<file path="src/rtl/intersection_arbiter_pkg.sv">
// Shared types and constants for the intersection arbiter: phase codes,
// lamp encodings, default timing and the round-robin pick helper.
package intersection_arbiter_pkg;

  typedef enum logic [2:0] {
    GREEN_N  = 3'd0,
    YELLOW_N = 3'd1,
    GREEN_E  = 3'd2,
    YELLOW_E = 3'd3,
    ALL_RED  = 3'd4,
    WALK_P   = 3'd5
  } phase_e;

  typedef enum logic [1:0] {
    SRV_N = 2'd0,
    SRV_E = 2'd1,
    SRV_P = 2'd2
  } served_e;

  localparam logic [2:0] LIGHT_GREEN  = 3'b001;
  localparam logic [2:0] LIGHT_YELLOW = 3'b010;
  localparam logic [2:0] LIGHT_RED    = 3'b100;

  localparam int DEF_CNT_MAX     = 50_000_000;
  localparam int DEF_T_MIN_GREEN = 10;
  localparam int DEF_T_MAX_GREEN = 30;
  localparam int DEF_T_YELLOW    = 3;
  localparam int DEF_T_ALLRED    = 1;
  localparam int DEF_T_WALK      = 8;

  // pend[0]=North, pend[1]=East, pend[2]=pedestrian; search starts after last.
  function automatic phase_e rr_pick(input served_e last, input logic [2:0] pend);
    phase_e pick;
    pick = GREEN_N;
    unique case (last)
      SRV_N:   pick = pend[1] ? GREEN_E : (pend[2] ? WALK_P : GREEN_N);
      SRV_E:   pick = pend[2] ? WALK_P : (pend[0] ? GREEN_N : (pend[1] ? GREEN_E : GREEN_N));
      SRV_P:   pick = pend[0] ? GREEN_N : (pend[1] ? GREEN_E : (pend[2] ? WALK_P : GREEN_N));
      default: pick = GREEN_N;
    endcase
    return pick;
  endfunction

endpackage

</file>
<file path="src/rtl/intersection_arbiter_if.sv">
// Request and lamp bundle between the intersection arbiter and its environment.
interface intersection_arbiter_if;
  logic [2:0]                      REQ;
  logic [2:0]                      LED_N;
  logic [2:0]                      LED_E;
  logic                            WALK;
  intersection_arbiter_pkg::phase_e PHASE;
  logic [5:0]                      SEC_LEFT;

  modport master (output REQ, input LED_N, LED_E, WALK, PHASE, SEC_LEFT);
  modport slave  (input REQ, output LED_N, LED_E, WALK, PHASE, SEC_LEFT);
endinterface

</file>
<file path="src/rtl/sec_tick.sv">
// Free-running divider producing a one-clock pulse every CNT_MAX clocks;
// the first pulse ends exactly CNT_MAX clocks after reset release.
module sec_tick #(
  parameter int CNT_MAX = 50_000_000
) (
  input  logic clk,
  input  logic rst,
  output logic tick
);

  localparam int W = (CNT_MAX > 1) ? $clog2(CNT_MAX) : 1;
  localparam logic [W-1:0] LAST = W'(CNT_MAX - 1);

  logic [W-1:0] cnt_q, cnt_d;

  always_comb begin
    cnt_d = (cnt_q == LAST) ? '0 : cnt_q + W'(1);
  end

  always_ff @(posedge clk or posedge rst) begin
    if (rst) cnt_q <= '0;
    else     cnt_q <= cnt_d;
  end

  assign tick = (cnt_q == LAST);

endmodule

</file>
<file path="src/rtl/intersection_arbiter.sv">
// Two-road traffic light with pedestrian phase: tick-paced phase FSM with
// min/max green, yellow, all-red clearance and round-robin service.
module intersection_arbiter
  import intersection_arbiter_pkg::*;
#(
  parameter int CNT_MAX     = DEF_CNT_MAX,
  parameter int T_MIN_GREEN = DEF_T_MIN_GREEN,
  parameter int T_MAX_GREEN = DEF_T_MAX_GREEN,
  parameter int T_YELLOW    = DEF_T_YELLOW,
  parameter int T_ALLRED    = DEF_T_ALLRED,
  parameter int T_WALK      = DEF_T_WALK
) (
  input logic                   CLOCK_50,
  input logic                   RESET,
  intersection_arbiter_if.slave bus
);

  generate
    if (!(CNT_MAX >= 1 && T_MIN_GREEN >= 1 && T_MIN_GREEN <= T_MAX_GREEN &&
          T_MAX_GREEN <= 63 && T_YELLOW >= 1 && T_YELLOW <= 63 &&
          T_ALLRED >= 1 && T_ALLRED <= 63 && T_WALK >= 1 && T_WALK <= 63)) begin : g_bad_params
      $error("intersection_arbiter: illegal timing parameters");
    end
  endgenerate

  localparam logic [5:0] MIN6  = 6'(T_MIN_GREEN);
  localparam logic [5:0] MAX6  = 6'(T_MAX_GREEN);
  localparam logic [5:0] YEL6  = 6'(T_YELLOW);
  localparam logic [5:0] AR6   = 6'(T_ALLRED);
  localparam logic [5:0] WALK6 = 6'(T_WALK);

  logic tick;

  sec_tick #(.CNT_MAX(CNT_MAX)) u_sec_tick (
    .clk  (CLOCK_50),
    .rst  (RESET),
    .tick (tick)
  );

  phase_e     state_q, state_d;
  served_e    last_q, last_d;
  logic [5:0] elapsed_q, elapsed_d;
  logic       ped_q, ped_d;
  logic [2:0] led_n_q, led_n_d, led_e_q, led_e_d;
  logic       walk_q, walk_d;
  logic [5:0] sec_q, sec_d;

  logic [5:0] el_now;
  logic [5:0] base;
  logic       n_comp, e_comp;

  // Transition tests use the elapsed count including the current tick.
  always_comb begin
    state_d   = state_q;
    last_d    = last_q;
    elapsed_d = elapsed_q;
    ped_d     = ped_q | bus.REQ[2];
    el_now    = (elapsed_q == 6'd63) ? 6'd63 : elapsed_q + 6'd1;
    n_comp    = bus.REQ[1] | ped_q;
    e_comp    = bus.REQ[0] | ped_q;

    if (tick) begin
      unique case (state_q)
        GREEN_N:
          if (n_comp && ((el_now >= MAX6) || ((el_now >= MIN6) && !bus.REQ[0])))
            state_d = YELLOW_N;
        GREEN_E:
          if (e_comp && ((el_now >= MAX6) || ((el_now >= MIN6) && !bus.REQ[1])))
            state_d = YELLOW_E;
        YELLOW_N, YELLOW_E:
          if (el_now >= YEL6) state_d = ALL_RED;
        WALK_P:
          if (el_now >= WALK6) state_d = ALL_RED;
        ALL_RED:
          if (el_now >= AR6) state_d = rr_pick(last_q, {ped_q, bus.REQ[1], bus.REQ[0]});
        default:
          state_d = GREEN_N;
      endcase

      elapsed_d = (state_d != state_q) ? 6'd0 : el_now;

      if (state_d != state_q) begin
        unique case (state_d)
          GREEN_N: last_d = SRV_N;
          GREEN_E: last_d = SRV_E;
          WALK_P: begin
            last_d = SRV_P;
            ped_d  = 1'b0;
          end
          default: last_d = last_q;
        endcase
      end
    end
  end

  always_comb begin
    led_n_d = LIGHT_RED;
    led_e_d = LIGHT_RED;
    walk_d  = 1'b0;
    base    = MIN6;
    unique case (state_d)
      GREEN_N:  led_n_d = LIGHT_GREEN;
      YELLOW_N: begin led_n_d = LIGHT_YELLOW; base = YEL6; end
      GREEN_E:  led_e_d = LIGHT_GREEN;
      YELLOW_E: begin led_e_d = LIGHT_YELLOW; base = YEL6; end
      ALL_RED:  base = AR6;
      WALK_P:   begin walk_d = 1'b1; base = WALK6; end
      default:  base = MIN6;
    endcase
    sec_d = (elapsed_d >= base) ? 6'd0 : base - elapsed_d;
  end

  always_ff @(posedge CLOCK_50 or posedge RESET) begin
    if (RESET) begin
      state_q   <= GREEN_N;
      last_q    <= SRV_N;
      elapsed_q <= 6'd0;
      ped_q     <= 1'b0;
      led_n_q   <= LIGHT_GREEN;
      led_e_q   <= LIGHT_RED;
      walk_q    <= 1'b0;
      sec_q     <= MIN6;
    end else begin
      state_q   <= state_d;
      last_q    <= last_d;
      elapsed_q <= elapsed_d;
      ped_q     <= ped_d;
      led_n_q   <= led_n_d;
      led_e_q   <= led_e_d;
      walk_q    <= walk_d;
      sec_q     <= sec_d;
    end
  end

  assign bus.LED_N    = led_n_q;
  assign bus.LED_E    = led_e_q;
  assign bus.WALK     = walk_q;
  assign bus.PHASE    = state_q;
  assign bus.SEC_LEFT = sec_q;

endmodule

</file>
<file path="src/flat_wrapper.sv">
// flat-port wrapper written by rule: the top's interface ports become plain ports
module intersection_arbiter_flat import intersection_arbiter_pkg::*;
#(
  parameter int CNT_MAX     = DEF_CNT_MAX,
  parameter int T_MIN_GREEN = DEF_T_MIN_GREEN,
  parameter int T_MAX_GREEN = DEF_T_MAX_GREEN,
  parameter int T_YELLOW    = DEF_T_YELLOW,
  parameter int T_ALLRED    = DEF_T_ALLRED,
  parameter int T_WALK      = DEF_T_WALK
)
  (CLOCK_50, RESET, bus_REQ, bus_LED_N, bus_LED_E, bus_WALK, bus_PHASE, bus_SEC_LEFT);
  intersection_arbiter_if bus_i ();
  input logic CLOCK_50;
  input logic RESET;
  input wire logic [$bits(bus_i.REQ)-1:0] bus_REQ;
  output wire logic [$bits(bus_i.LED_N)-1:0] bus_LED_N;
  output wire logic [$bits(bus_i.LED_E)-1:0] bus_LED_E;
  output wire logic [$bits(bus_i.WALK)-1:0] bus_WALK;
  output wire logic [$bits(bus_i.PHASE)-1:0] bus_PHASE;
  output wire logic [$bits(bus_i.SEC_LEFT)-1:0] bus_SEC_LEFT;
  assign bus_i.REQ = bus_REQ;
  assign bus_LED_N = bus_i.LED_N;
  assign bus_LED_E = bus_i.LED_E;
  assign bus_WALK = bus_i.WALK;
  assign bus_PHASE = bus_i.PHASE;
  assign bus_SEC_LEFT = bus_i.SEC_LEFT;
  intersection_arbiter #(.CNT_MAX(CNT_MAX), .T_MIN_GREEN(T_MIN_GREEN), .T_MAX_GREEN(T_MAX_GREEN), .T_YELLOW(T_YELLOW), .T_ALLRED(T_ALLRED), .T_WALK(T_WALK)) u_core (.CLOCK_50(CLOCK_50), .RESET(RESET), .bus(bus_i));
endmodule
</file>
<file path="config.mk">
export PLATFORM = sky130hd
export DESIGN_NAME = intersection_arbiter_flat
export DESIGN_NICKNAME = d
export VERILOG_FILES = /design/src/rtl/intersection_arbiter_pkg.sv /design/src/rtl/intersection_arbiter_if.sv /design/src/rtl/sec_tick.sv /design/src/rtl/intersection_arbiter.sv /design/src/flat_wrapper.sv
export SDC_FILE = /design/constraint.sdc
export NUM_CORES = 1
export LEC_CHECK = 0
export CAP_MARGIN = 30
export CORE_MARGIN = 2
export CORE_UTILIZATION = 45
export CTS_BUF_LIST = sky130_fd_sc_hd__clkbuf_8
export CTS_CLUSTER_SIZE = 8
export DETAILED_ROUTE_END_ITERATION = 16
export MAX_ROUTING_LAYER = met4
export RECOVER_POWER = 25
export SLEW_MARGIN = 0
export SYNTH_ARGS = -nofsm -noshare
export SYNTH_HDL_FRONTEND = slang
export SYNTH_HIERARCHICAL = 1
export SYNTH_SLANG_ARGS = --single-unit
</file>
<file path="constraint.sdc">
create_clock -name CLOCK_50 -period 7.7 [get_ports CLOCK_50]
set_clock_uncertainty 0.1 [all_clocks]
set_input_delay 1.155 -clock CLOCK_50 [delete_from_list [all_inputs] [get_ports CLOCK_50]]
set_output_delay 1.155 -clock CLOCK_50 [all_outputs]
set_load 0.02 [all_outputs]
</file>
* Yosys cells after proc, flatten, opt, wreduce, memory -nomap -nowiden
Index checks and enable logic that the tools add are counted.
** Storage, ports and cells
- Flip-flop bits (word level) :: 51
- Input bits :: 5
- Output and inout port bits :: 16
- Logic and storage cells :: 82
** Operators by class
- $add $sub $neg :: 3
- $lt $le $gt $ge :: 6
- Equal/unequal tests :: 17
- Multiplexer cells :: 28
- Bitwise logic cells :: 3
- Reductions and logical operators :: 16
** Operator list (number)
- two-way mux 3 bit :: 12
- adder 26 x 1 -> 26 bit, second input constant :: 1
- == test 26 bit, second input constant :: 1
- two-way mux 26 bit :: 1
- two-way mux 6 bit :: 4
- == test 3 x 2 -> 1 bit, second input constant :: 5
- == test 3 bit, second input constant :: 5
- case mux 3 bit (5 select lines) :: 1
- greater-or-equal comparator 6 x 4 -> 1 bit, second input constant :: 2
- case mux 3 bit (2 select lines) :: 2
- case mux 4 bit (3 select lines) :: 1
- zero test 3 bit :: 3
- case mux 3 bit (3 select lines) :: 1
- adder 6 x 1 -> 6 bit, second input constant :: 1
- == test 3 x 1 -> 1 bit, second input constant :: 2
- == test 6 bit, second input constant :: 1
- greater-or-equal comparator 6 x 1 -> 1 bit, second input constant :: 1
- greater-or-equal comparator 6 x 2 -> 1 bit, second input constant :: 1
- greater-or-equal comparator 6 x 4 -> 1 bit :: 1
- greater-or-equal comparator 6 x 5 -> 1 bit, second input constant :: 1
- case mux 2 bit (3 select lines) :: 1
- subtractor 4 x 6 -> 6 bit :: 1
- logical AND 1 bit :: 4
- two-way mux 1 bit :: 4
- 11 further kinds :: 16

* Longest topological paths before layout
- Word-level depth :: 15
- Gate-level depth with buffers :: 16

* Modules after synthesis
The synthesis kept the hierarchy.
** By module, submodules not included
- intersection_arbiter :: instances 1, cells each 188, area an instance 1742.9 µm²
- sec_tick :: instances 1, cells each 127, area an instance 1298.7 µm²

* Worst setup path before layout
OpenSTA, ideal clock, no wires.
- Kind :: reg2reg
- From :: register u_core.u_sec_tick.cnt_q[12]
- To :: register u_core.sec_q[3] (netlist: u_core/bus.SEC_LEFT[3])
- Setup time :: 105 ps
- Arrival :: 3901 ps
- Data required time :: 7495 ps
- Path slack :: 3595 ps
- Stages on the path, launching flop included :: 14
- Buffers on the path :: 3
- Period minus slack after synthesis :: 4105 ps
- Cells stage by stage :: dfrtp_1 nor4bb_1 nand4_1 nor3_2 clkbuf_1 clkbuf_1 clkbuf_1 nor2_1 a21oi_2 mux2i_1 ha_1 fa_1 o41a_1 a2111oi_2
** Between the ends
- Word-level cells in the longest chain between the ends :: 7
** Ends and longest elaborated chain
- start: declaration :: RTL line sec_tick.sv:14 : logic [W-1:0] cnt_q, cnt_d;
- start signal: assignment :: RTL line sec_tick.sv:22 : else cnt_q <= cnt_d;
- == test 26 bit (*) :: RTL line sec_tick.sv:25 : assign tick = (cnt_q == LAST);
- named net u_core.tick :: RTL line intersection_arbiter.sv:32 : logic tick;
- two-way mux 3 bit (*) :: RTL line intersection_arbiter.sv:62 : if (tick) begin
- named net u_core.state_d[0] :: RTL line intersection_arbiter.sv:40 : phase_e state_q, state_d;
- == test 3 x 1 -> 1 bit or == test 3 x 2 -> 1 bit (tied branches) :: RTL line intersection_arbiter.sv:101 : unique case (state_d)
- OR reduction 2 bit (no line)
- case mux 4 bit (3 select lines) (*) :: RTL line intersection_arbiter.sv:101
- subtractor 4 x 6 -> 6 bit or greater-or-equal comparator 6 x 4 -> 1 bit (tied branches) :: RTL line intersection_arbiter.sv:110 : sec_d = (elapsed_d >= base) ? 6'd0 : base - elapsed_d;
- two-way mux 6 bit (*) :: RTL line intersection_arbiter.sv:110
- named net u_core.sec_d[3] :: RTL line intersection_arbiter.sv:46 : logic [5:0] sec_q, sec_d;
- end signal: assignment :: RTL line intersection_arbiter.sv:122 : sec_q <= MIN6;
- end signal: assignment :: RTL line intersection_arbiter.sv:131 : sec_q <= sec_d;
- end: declaration :: RTL line intersection_arbiter.sv:46
Mark *: on every way through the listed nets, which the timed path passes. The rest lies on a longest branch.
A chain may end at the register's enable or synchronous reset.

* Worst setup path in the final report
- From :: input port bus_REQ[0]
- To :: register u_core.sec_q[3] (netlist: u_core/bus.SEC_LEFT[3])
** Between the ends
- Word-level cells in the longest chain between the ends :: 13
** Ends and longest elaborated chain
- start: declaration :: RTL line flat_wrapper.sv:15 : input wire logic [$bits(bus_i.REQ)-1:0] bus_REQ;
- branches (longest 5 deep; another with two-way mux 3 bit)
- case mux 3 bit (5 select lines) (*) :: RTL line intersection_arbiter.sv:63 : unique case (state_q)
- two-way mux 3 bit (*) (2 in series) :: RTL line intersection_arbiter.sv:62
- named net u_core.state_d[0] :: RTL line intersection_arbiter.sv:40
- == test 3 x 1 -> 1 bit or == test 3 x 2 -> 1 bit (tied branches) :: RTL line intersection_arbiter.sv:101
- OR reduction 2 bit (no line)
- case mux 4 bit (3 select lines) (*) :: RTL line intersection_arbiter.sv:101
- subtractor 4 x 6 -> 6 bit or greater-or-equal comparator 6 x 4 -> 1 bit (tied branches) :: RTL line intersection_arbiter.sv:110
- two-way mux 6 bit (*) :: RTL line intersection_arbiter.sv:110
- named net u_core.sec_d[3] :: RTL line intersection_arbiter.sv:46
Mark *: on every way through the listed nets, which the timed path passes. The select of a mux whose other input is x is not followed.

==> key figures <==
Timing
  • Max Slew Vio Count: 0
  • Max Freq: 0.2197 GHz
  • Fin crit share: about three fifths
  • Setup TNS: 0 ns
  • Final hold vios: 0
  • Setup Viol. Count Final: 0
  • Relative slew slack: ~26%
  • Final min period: approximately 4.6 ns
  • Worst slew pin tran: between 1 and 1.5 ns
  • RSZ-0062 raised after global routing: no

Placed design
  • DP Wirelength: approximately 5000 microns
  • GPL Wtd Cong: about 0.85
  • Port bufs: 20

Synth
  • Mux cell area share after synthesis: ~2.4%
  • Most numerous cell in the Yosys netlist: dfrtp_1
  • Post-Synthesis Cells: 315
  • Share of the synthesized area in the top cell type: roughly two fifths
  • Number of synthesized flops with an enable pin: 0
  • Post-Synth Simple-Gate Area: between 20% and 30%
  • Synth top area cells: dfrtp_1, a21oi_1, dfstp_2
  • Compound-Gate Fraction of Synth Area: around 20%
  • Synth unique cells: 65
  • Mapped Nets: 327
  • Area share of xor/xnor cells in the synthesized design: 4.319%
  • Yosys top cell by area: dfrtp_1
  • Synth Area per Inst: 9.656 sq um
  • Mapped cell area: between 3000 and 4000 sq um
  • Seq cells post-synth: 51
  • Combinational family with the most area after synthesis: simple AND/OR/NAND/NOR gates
  • Commonest cells in the netlist: dfrtp_1, nor2_1, a21oi_1
  • Sequential share of the synthesized area: between 40% and 50%
  • Post-synth ARST share: 100.0%
  • Predominant post-synthesis flop cell: dfrtp_1
  • Adder-cell share of the synthesized area: under 10%
  • Yosys Warn Count: 6

Power and ir drop
  • Switching share of total power: ~19%
  • NetSw: 0.00009652 W
  • Internal cell power: about 0.0004 W
  • PD cells: between 100 and 150 nW/um^2
  • Seq pwr share: between 50 and 60%
  • VDD IR-drop max: about 0.074 mV
  • Combinational share of power: under 10%
  • Leakage: 1.476 nW
  • Clock power share: 44.0%

Drt
  • Routed WL per cell: 16.44 microns
  • 1st-iter DRT viols: a little under 80
  • Via/cell ratio: ~6
  • Vias: 2454
  • Drc violations: 0
  • DRT Pass-1 Iters: 4
  • Post-route ant nets: 0
  • Final WL: 6739 microns

Critical path
  • R2r startpoint: u_core/elapsed_q[1]
  • Crit path max-delay cell type: clkdlybuf4s50_1
  • Worst path required time: about 7.8 ns
  • Delay-heaviest family, CP: compound AO/OA/AOI/OAI gates
  • Worst r2r path cells: 13
  • Critical Path Source Type: input port
  • Most used cell, CP: mux2i_1
  • CP bufs+invs: 1
  • Worst-path cell chain: clkdlybuf4s50_1 > mux2i_1 > a211oi_1 > nor3b_2 > a41o_1 > nor2_1 > and3_1 > a21oi_2 > mux2i_1 > ha_1 > fa_1 > o41a_1 > a2111oi_2
  • Largest stage delay on the critical path: between 0.5 and 0.6 ns
  • Critical Path AT: 4.66 ns
  • Worst setup EP type: flip-flop
  • Worst path depth: 13
  • CP max FO: 8
  • Crit Reg-Reg Endpoint: u_core/bus.SEC_LEFT[3]
  • Reg2Reg Setup Slack: between 3 and 4 ns
  • WS Path Type: in -> reg

Global routing
  • Global route overflow: 0
  • Global-route wire length before repair: 11560 microns
  • Initial antenna violation count: 0
  • GR Layer Usage met1: about a quarter
  • Largest net degree at the start of global routing: 36
  • Grt met2 use: roughly a third
  • Vias in the first global route: ~2400
  • Met3 Track Usage GR: ~3.5%
  • GRT Overall Usage: around a fifth
  • Busiest grt layer: met2

Cells and area
  • Final core utilization: 52.81%
  • Share of cells above drive strength 1: slightly below 10%
  • Syn-to-layout area delta: 12.13%
  • Fill count: 608
  • Diode count: 0
  • Final nets: roughly 340

Clocking
  • Post-CTS setup buffer count: 0
  • Clk_lat worst skew: roughly 0.30 ns
  • Cts hold-fix bufs: 0
  • Post-CTS Resized: 0
  • CTS tree: done
  • TritonCTS Buffers: 5
  • Clk buf depth: 2
  • Root Buffer: clkbuf_8
  • CTS clock-pin slew for the worst setup and hold paths: ~0.090 ns
  • CTS sink cnt: 51
  • H-tree level count: 2

Hold path
  • Worst Hold Depth: 1
  • Min-delay src: u_core/u_sec_tick/cnt_q[18]
  • Endpoint, Worst Hold: u_core/u_sec_tick/cnt_q[18]
  • Worst hold path type: reg -> reg

Die
  • # IOs: 21
  • Die width: between 80 and 90 microns
  • Row count: 29
  • Die area: 7433 sq um
  • CORE AREA: around 6500 sq um
  • Die Span Y: 86.22 microns
  • Initial core utilization: 47.09%

Flow run
  • Max-cap viol count: 0

Outcome
  • Status: finished clean
[worst register-to-register path, stage by stage (launching register included)]
cell,delay (ns)
dfrtp_1,0.60
ha_1,0.48
nand4_2,0.19
o21ai_2,0.24
a31oi_4,0.15
and4_1,0.22
a31oi_1,0.35
o21ai_1,0.16
nor2_1,0.30
mux2i_1,0.13
ha_1,0.23
fa_1,0.44
o41a_1,0.47
a2111oi_2,0.24
[final cells by class]
| class | count | area, sq um | area share, % |
|---|---|---|---|
| clock inverter | 3 | 67.56 | 1.981 |
| clock buffer | 5 | 68.82 | 2.018 |
| inverter | 17 | 63.81 | 1.871 |
| sequential | 51 | 1281 | 37.56 |
| tap | 77 | 96.34 | 2.825 |
| timing repair buffer | 23 | 226.5 | 6.640 |
| multi-input combinational | 234 | 1607 | 47.10 |
[cells in the final DEF, fill, tap and decap left out, types with 6 or more instances in the layout]
cell type,Yosys,final
a21oi_1,21,21
and3_1,12,12
and4_1,7,7
clkdlybuf4s50_1,0,19
dfrtp_1,47,47
ha_1,6,6
inv_1,17,17
mux2i_1,6,6
nand2_1,15,15
nand3_1,14,14
nand4_1,8,8
nor2_1,25,25
nor3_1,8,8
o21ai_0,12,12
o31ai_1,7,7
xor2_1,10,10
[metrics by stage]
stage	setup WS (ns)	area (sq um)	hold slack [ns]	std cells	total power (W)
finish	3.148	3411	0.4069	410	0.0004973
global route	2.818	3411	0.4406	410	0.0005189
CTS	3.131	3435	0.4065	410	0.0005068
detailed placement	2.815	3298	0.3914	402	0.0002858
global placement	3.015	3256	0.3812	400	0.0002832
floorplan	3.595	3042	0.3553	315	0.0002781
[flip-flops by register name, indices dropped and copies added, names as in the netlist]
name,count
u_core/u_sec_tick/cnt_q,26
u_core/bus.SEC_LEFT,6
u_core/elapsed_q,6
u_core/bus.LED_E,3
u_core/bus.LED_N,3
u_core/bus.PHASE,3
u_core/last_q,2
u_core/bus.WALK,1
u_core/ped_q,1
[layer usage]
metal | part of all wire [%] | routed length [microns] | vias to the layer above
li1 | - | - | 1200
met1 | 48 | 3264 | 1221
met2 | 48 | 3249 | 27
met3 | 2.5 | 166 | 6
met4 | 0.86 | 58 | 0
met5 | 0 | 0 | -
[power groups by stage]
stage	sequential (W)	combinational (W)	clock, W
after floorplan	0.000274	0.00000449	0
after global placement	0.000273	0.00000990	0
after detailed placement	0.000273	0.0000126	0
after CTS	0.000268	0.0000126	0.000226
after global routing	0.000268	0.0000122	0.000239
final	0.000268	0.0000103	0.000219
[logic make-up after synthesis]
logic type                 after synthesis
buffers and inverters                   30
muxes                                    7
other                                    1
and+or+nand+nor                        119
AOI/OAI and AO/OA                       85
DFF                                     51
xor gates and xnor gates                15
adders and majority gates                7
[how the worst max path moves through the flow]
stage                                     start                     end  slack, ns
finish                               bus_REQ[0]  u_core/bus.SEC_LEFT[3]       3.15
global route                         bus_REQ[0]  u_core/bus.SEC_LEFT[1]       2.82
CTS                                  bus_REQ[0]  u_core/bus.SEC_LEFT[3]       3.13
detailed placement                   bus_REQ[0]  u_core/bus.SEC_LEFT[3]       2.82
global placement                     bus_REQ[0]  u_core/bus.SEC_LEFT[3]       3.02
floorplan           u_core/u_sec_tick/cnt_q[12]  u_core/bus.SEC_LEFT[3]       3.59
Note: power is estimated with default switching activity, not from simulation.
